--- src/rtl/miriscv_pkg.sv ---
// Core-wide architectural widths shared by the miriscv pipeline stages.
package miriscv_pkg;

  localparam int unsigned XLEN = 32;
  localparam int unsigned ILEN = 32;

endpackage

--- src/rtl/miriscv_fetch_pkg.sv ---
// Types and defaults for the fetch-to-decode instruction queue.
package miriscv_fetch_pkg;

  localparam int unsigned FETCH_Q_DEPTH_DEFAULT = 4;

  typedef struct packed {
    logic [miriscv_pkg::ILEN-1:0] instr;
    logic [miriscv_pkg::XLEN-1:0] current_pc;
    logic [miriscv_pkg::XLEN-1:0] next_pc;
  } fetch_entry_t;

endpackage

--- src/rtl/miriscv_fetch_queue_chk.sv ---
// Simulation-only protocol checks for miriscv_fetch_queue.
module miriscv_fetch_queue_chk #(
  parameter int unsigned DEPTH  = 4,
  parameter logic        BYPASS = 1'b1,
  parameter int unsigned CW     = 3
) (
  input logic          clk_i,
  input logic          rst_i,
  input logic          push,
  input logic          pop,
  input logic [CW-1:0] count
);

  localparam logic [CW-1:0] DEPTH_C = CW'(DEPTH);
  localparam logic [CW-1:0] ZERO_C  = {CW{1'b0}};

  no_push_when_full : assert property (@(posedge clk_i) disable iff (rst_i)
    !(push && (count == DEPTH_C)));

  no_pop_when_empty : assert property (@(posedge clk_i) disable iff (rst_i)
    !(pop && (count == ZERO_C) && !BYPASS));

  depth_pow2 : assert property (@(posedge clk_i)
    ((DEPTH & (DEPTH - 1)) == 0) && (DEPTH >= 2));

endmodule

--- src/rtl/miriscv_fetch_queue.sv ---
// Fetch-to-decode instruction queue with optional same-cycle bypass when empty.
module miriscv_fetch_queue
  import miriscv_fetch_pkg::*;
#(
  parameter int unsigned DEPTH  = FETCH_Q_DEPTH_DEFAULT,
  parameter logic        BYPASS = 1'b1,
  parameter int unsigned XLEN   = miriscv_pkg::XLEN,
  parameter int unsigned ILEN   = miriscv_pkg::ILEN
) (
  input  logic                       clk_i,
  input  logic                       rst_i,
  input  logic                       f_valid_i,
  input  logic [ILEN-1:0]            f_instr_i,
  input  logic [XLEN-1:0]            f_current_pc_i,
  input  logic [XLEN-1:0]            f_next_pc_i,
  output logic                       f_ready_o,
  output logic                       d_valid_o,
  output logic [ILEN-1:0]            d_instr_o,
  output logic [XLEN-1:0]            d_current_pc_o,
  output logic [XLEN-1:0]            d_next_pc_o,
  input  logic                       d_ready_i,
  input  logic                       flush_i,
  output logic [$clog2(DEPTH):0]     count_o,
  output logic                       almost_full_o
);

  localparam int unsigned PW      = $clog2(DEPTH);
  localparam int unsigned CW      = PW + 1;
  localparam logic [CW-1:0] DEPTH_C = CW'(DEPTH);
  localparam logic [CW-1:0] AF_C    = CW'(DEPTH - 1);
  localparam logic [CW-1:0] ZERO_C  = {CW{1'b0}};
  localparam logic [PW-1:0] PTR_ZERO_C = {PW{1'b0}};

  fetch_entry_t  mem_r [DEPTH];
  logic [PW-1:0] rd_ptr_r;
  logic [PW-1:0] wr_ptr_r;
  logic [CW-1:0] count_r;

  fetch_entry_t  in_s;
  fetch_entry_t  head_s;
  logic          empty_s;
  logic          push_s;
  logic          pop_s;
  logic          bypass_s;
  logic          wr_en_s;
  logic          rd_adv_s;

  assign in_s      = '{instr: f_instr_i, current_pc: f_current_pc_i, next_pc: f_next_pc_i};
  assign empty_s   = (count_r == ZERO_C);
  assign f_ready_o = (count_r != DEPTH_C);
  assign push_s    = f_valid_i & f_ready_o;

  // Head selection: stored entry, bypassed fetch entry, or idle zeros.
  always_comb begin
    head_s    = '{default: 1'b0};
    d_valid_o = 1'b0;
    if (!empty_s) begin
      head_s    = mem_r[rd_ptr_r];
      d_valid_o = 1'b1;
    end else if (BYPASS) begin
      head_s    = in_s;
      d_valid_o = f_valid_i;
    end else begin
      head_s    = '{default: 1'b0};
      d_valid_o = 1'b0;
    end
  end

  assign d_instr_o      = head_s.instr;
  assign d_current_pc_o = head_s.current_pc;
  assign d_next_pc_o    = head_s.next_pc;

  // An entry consumed straight through the bypass never touches storage.
  assign pop_s    = d_valid_o & d_ready_i;
  assign bypass_s = BYPASS & empty_s & push_s & pop_s;
  assign wr_en_s  = push_s & ~bypass_s & ~flush_i;
  assign rd_adv_s = pop_s & ~empty_s;

  // Pointer and occupancy state; flush collapses the queue onto the write pointer.
  always_ff @(posedge clk_i) begin
    if (rst_i) begin
      rd_ptr_r <= PTR_ZERO_C;
      wr_ptr_r <= PTR_ZERO_C;
      count_r  <= ZERO_C;
    end else if (flush_i) begin
      rd_ptr_r <= wr_ptr_r;
      count_r  <= ZERO_C;
    end else begin
      if (wr_en_s) wr_ptr_r <= wr_ptr_r + PW'(1'b1);
      if (rd_adv_s) rd_ptr_r <= rd_ptr_r + PW'(1'b1);
      count_r <= count_r + CW'(wr_en_s) - CW'(rd_adv_s);
    end
  end

  // Entry storage, intentionally left unreset.
  always_ff @(posedge clk_i) begin
    if (wr_en_s) mem_r[wr_ptr_r] <= in_s;
  end

  assign count_o       = count_r;
  assign almost_full_o = (count_r >= AF_C);

  miriscv_fetch_queue_chk #(
    .DEPTH  (DEPTH),
    .BYPASS (BYPASS),
    .CW     (CW)
  ) u_chk (
    .clk_i  (clk_i),
    .rst_i  (rst_i),
    .push   (push_s),
    .pop    (pop_s),
    .count  (count_r)
  );

endmodule

--- config.mk ---
export PLATFORM = sky130hd
export DESIGN_NAME = miriscv_fetch_queue
export DESIGN_NICKNAME = d
export VERILOG_FILES = /design/src/rtl/miriscv_pkg.sv /design/src/rtl/miriscv_fetch_pkg.sv /design/src/rtl/miriscv_fetch_queue_chk.sv /design/src/rtl/miriscv_fetch_queue.sv
export SDC_FILE = /design/constraint.sdc
export NUM_CORES = 1
export LEC_CHECK = 0
export BUFFER_PORTS_ARGS = -buffer_cell sky130_fd_sc_hd__buf_4
export CAP_MARGIN = 30
export CELL_PAD_IN_SITES_DETAIL_PLACEMENT = 1
export CELL_PAD_IN_SITES_GLOBAL_PLACEMENT = 2
export CORE_MARGIN = 2
export CORE_UTILIZATION = 48
export CTS_CLUSTER_SIZE = 14
export DETAILED_ROUTE_END_ITERATION = 8
export GPL_TIMING_DRIVEN = 0
export PLACE_DENSITY = 0.95
export RECOVER_POWER = 50
export SLEW_MARGIN = 10
export SYNTH_ARGS = -nofsm -noshare
export SYNTH_HDL_FRONTEND = slang
export SYNTH_HIERARCHICAL = 1
export SYNTH_SLANG_ARGS = --single-unit
--- constraint.sdc ---
create_clock -name clk_i -period 8.9 [get_ports clk_i]
set_clock_uncertainty 0.15 [all_clocks]
set_input_delay 1.335 -clock clk_i [delete_from_list [all_inputs] [get_ports clk_i]]
set_output_delay 1.335 -clock clk_i [all_outputs]
set_load 0.1 [all_outputs]
# After elaboration in Yosys (flattened, before gate mapping)
# Memory sizes are Yosys's and may differ from the RTL's. A register that Yosys moved wholly into a read port is not among the register bits.
# Index checks and enable logic that the tools add are counted.
classes:
  n_addsub: 4
  magnitude_cmp: 1
  n_eq_ne: 1
  mux: 8
  bitwise: 10
  reduce_logical: 4
op_table:
  columns: ["op", "n"]
  rows:
  - ["$mux 96", 1]
  - ["$mux 2", 4]
  - ["$and 1x1->1", 7]
  - ["$add 2x1->2 const B", 2]
  - ["$add 3x1->3", 1]
  - ["$ge 3x2->1 const B", 1]
  - ["$logic_not 3->1", 1]
  - ["$mux 1", 3]
  - ["$ne 3x3->1 const B", 1]
  - ["$not 1->1", 3]
  - ["$sub 3x1->3", 1]
  - ["$reduce_and 2->1", 1]
  - ["$reduce_bool 2->1", 1]
  - ["$reduce_or 2->1", 1]
word_totals:
  register_bits: 7
  ram_bits: 384
  in_bits: 101
  out_inout_bits: 102
  elab_cells: 32
  memories: 1
mem_list:
  columns: ["name", "words", "width", "read_ports", "rd_ports_with_merged_regs", "wr", "line_no", "rtl"]
  rows:
  - ["mem_r", 4, 96, 1, 1, 1, "miriscv_fetch_queue.sv:34", "fetch_entry_t mem_r [DEPTH];"]

# Depth between registers and ports, before layout
logic_depth:
  ltp_word: 9
  depth_mapped: 9
  ltp_nobuf: 9

# Least setup slack after synthesis
# OpenSTA, ideal clock, no wires.
synth_path:
  path_kind: "in2reg"
  start: "input port d_ready_i"
  end: "memory mem_r[0][0] in the netlist's numbering, enable pin"
  setup_time_ns: 0.466
  arrival_ns: 3.934
  t_required_ns: 8.284
  slack_ns: 4.350
  path_stages: 3
  n_path_buf: 0
  path_cell_list: "nor2_1 -> o311a_1 -> and2_1"
synth_via:
  elab_chain_cells: 7
synth_rtl:
  columns: ["element", "line_no", "rtl"]
  rows:
  - ["from (decl)", "miriscv_fetch_queue.sv:21", "input logic d_ready_i,"]
  - ["$and 1x1->1", "miriscv_fetch_queue.sv:74", "assign pop_s = d_valid_o & d_ready_i;"]
  - ["$and 1x1->1", "miriscv_fetch_queue.sv:75", "assign bypass_s = BYPASS & empty_s & push_s & pop_s;"]
  - ["$not 1->1", "miriscv_fetch_queue.sv:76", "assign wr_en_s = push_s & ~bypass_s & ~flush_i;"]
  - ["$and 1x1->1 (2 in series)", "miriscv_fetch_queue.sv:76", null]
  - ["$mux 1", "miriscv_fetch_queue.sv:97", "if (wr_en_s) mem_r[wr_ptr_r] <= in_s;"]
  - ["$mux 1 (not written as such)", "miriscv_fetch_queue.sv:97", null]
  - ["to (decl)", "miriscv_fetch_queue.sv:34", null]
# Every way passes these cells.

# Worst setup path after layout
layout_path:
  start: "input port flush_i"
  end: "memory mem_r[2][50] in the netlist's numbering, enable pin"
layout_via:
  elab_chain_cells: 4
layout_rtl:
  columns: ["element", "line_no", "rtl"]
  rows:
  - ["from (decl)", "miriscv_fetch_queue.sv:22", "input logic flush_i,"]
  - ["$not 1->1 (no source line)", null, null]
  - ["$and 1x1->1", "miriscv_fetch_queue.sv:76", null]
  - ["$mux 1", "miriscv_fetch_queue.sv:97", null]
  - ["$mux 1 (not written as such)", "miriscv_fetch_queue.sv:97", null]
# Every way passes these cells.

==> impl_metrics.toml <==
[global_routing]
grt_pass1_wl_mm = 51.1
grt_max_degree = 51
first_global_vias = 8485
overflow = 0
antenna_found_initial = 0
grtUsageTotal_pct = 20.2

[clocking]
h-tree-depth = 2
clk_latency_ns = 0.52
clkSinkCount = 393
numCtsBuffers = 42
cts_resized = 0
clockRootBuffer = "clkbuf_16"
post_cts_buffers = 0
clk_pin_slew_worst_paths_ns = 0.05
clockBufferDepth = 3
cts_tree = "yes"
ctsHoldBuffers = 0

[min_path]
min_path_type = "flip-flop to flip-flop"
min_from = "wr_ptr_r[1]"
min_to = "wr_ptr_r[1]"
worstHoldPathCells = 2

[sta]
fin_crit_ns = 5.04
relSlewSlack_pct = -96.1
worst_slack_ns = 3.86
hold_viol = 0
min_period_over_period_pct = 56.6
fmax_mhz = 199
setup_viol = 0
tightest_slew_ns = 2.94
drv_slew = 130
rsz0062_at_grt = "false"
tns_ns = 0

[placement]
place_hpwl_mm = 20.9
port_buffers = 202
place_congestion = 0.684
dp_slack_ns = 5.06

[floorplan]
die_h_um = 184
coreArea_um2 = 31600
start_util_pct = 48.9
rows = 65
die-area_um2 = 33700
pin_count = 203
fp.dieW_um = 184

[setup_path]
critPathKind = "input pin to flip-flop"
cp-start-kind = "input pin"
reg2reg_from = "count_o[0]"
cp_data_arrival_time_ns = 4.96
r2r_slack_ns = 4.50
end_kind = "flip-flop"
cp.required_ns = 8.82
r2r-end = "mem_r[2][50]"
rr_worst_depth = 3
worstPathMaxFanout = 41

[synthesis]
synthesis.area_um2 = 15500
synth_common_cells = "edfxtp_1, mux2_2, mux4_2"
synth.yosys.seq_area_share_pct = 75.7
syn_nets = 770
ys_ff_latch = 393
synth_top_area_share_pct = 74.5
ys_async_sr_fraction_pct = 0
yosysMostFrequentCell = "edfxtp_1"
synth_edf_count = 384
synthCells = 661
yosysWarnings = 6
synth.distinct_cells = 26
syn_avg_cell_area_um2 = 23.4
synthTopCellsByArea = "edfxtp_1, mux4_2, mux2_2, dfxtp_1, ha_1"
synth_ff_type = "edfxtp_1"
synth_top_area_cell = "edfxtp_1"

[routing]
final_antenna_net_count = 0
drc = 0
post_drt_via_cell_ratio = 5.64
wl_mm = 33.3
post_drt_wl_per_cell_um = 24.8
drt_iter0_markers = 507
first_pass_iters = 5
vias = 7560

[pwr]
ir_drop_mv = 0.182
power-per-cell-area_nw_per_um2 = 240
power_leakage_nw = 6.01

[layout]
final_core_util_pct = 58.4
antenna_cells = 0
fin_nets = 1023
syn_to_final_growth_pct = 19.5
drive_gt1_share_pct = 40.5

[run_status]
violations = "capacitance limit, slew limit"
outcome = "finished, violations left"

[run]
cap_viol_max_count = 3
## power by group
| part | switching [mW] | total [mW] | internal [mW] |
|---|---|---|---|
| sequential | 0.00889 | 2.07 | 2.06 |
| combinational | 0.556 | 0.761 | 0.205 |
| clock | 0.658 | 1.60 | 0.938 |
## how the worst max path moves through the flow
| stage | from | slack (ns) | to | depth (start not counted) |
|---|---|---|---|---|
| 4_1_cts | flip-flop | 4.49 | d_instr_o[14] | 6 |
| 6_report | flush_i | 3.86 | mem_r[2][50] | 5 |
| 5_1_grt | flush_i | 3.53 | mem_r[2][49] | 5 |
| 2_1_floorplan | d_ready_i | 4.35 | mem_r[0][0] | 3 |
| 3_5_place_dp | flip-flop | 5.06 | d_instr_o[14] | 6 |
| 3_3_place_gp | flush_i | 2.38 | mem_r[1][69] | 4 |
## kinds of logic (layout without fill, tap and decap cells)
kind of cell | after synthesis | count (layout) | share of synthesized area, %
buf+inv | 40 | 318 | 1.47
mux | 192 | 192 | 21.0
compound gates | 6 | 6 | 0.283
flops | 393 | 393 | 75.7
xor+xnor | 4 | 4 | 0.226
fa+ha+maj | 8 | 8 | 0.696
simple gates | 18 | 18 | 0.647
## per-stage QoR
stage / power [mW] / instances / hold WS, ns / cell area [µm²]
6_report: 4.43 / 1341 / 0.373 / 18500
5_1_grt: 4.56 / 1341 / 0.397 / 18500
4_1_cts: 4.49 / 1341 / 0.373 / 18900
3_5_place_dp: 2.90 / 1272 / 0.365 / 17700
3_3_place_gp: 2.88 / 1265 / 0.334 / 17500
2_1_floorplan: 2.69 / 661 / 0.313 / 15500
## layout make-up
class                           instances  area, µm²
Fill cell                            2735      13200
Clock buffer                           53       1160
Tap cell                              402        503
Buffer                                 32        198
Sequential cell                       393      11700
Clock inverter                         16       97.6
Inverter                                8       30.0
Timing Repair Buffer                  209       1250
Multi-Input combinational cell        228       3530
## metal layers
layer	vias up	track usage, %	part of all wire (%)
li1	3294	-	-
met1	3985	27.1	41
met2	236	34.9	52
met3	45	3.65	5.3
met4	0	4.51	1.4
met5	-	0	0
## worst max-delay path, stage by stage
cell and delay, ns:
clkbuf_1 0.20, inv_1 0.15, o311a_1 0.33, and2_0 0.87
clkbuf_1 2.01
## state kept, by name, summed over array words and instances (netlist names), named ones only
register	flops
wr_ptr_r	2
count_o	3
rd_ptr_r	2
mem_r	384
## placed cells by master (no fill, tap or decap), types with 2 or more instances in the layout
master / n
ha_1: 7
clkbuf_1: 115
xnor2_1: 4
clkinv_1: 9
nand2_1: 3
nor3_1: 2
and2_0: 2
clkbuf_16: 45
buf_6: 7
buf_2: 17
clkinv_2: 5
mux2_2: 96
edfxtp_1: 384
buf_4: 107
a211oi_1: 2
buf_16: 3
nor3b_1: 2
inv_1: 8
nor2_1: 4
and2_4: 2
mux4_2: 96
dfxtp_1: 9
Power figures use the tool's default switching activity.
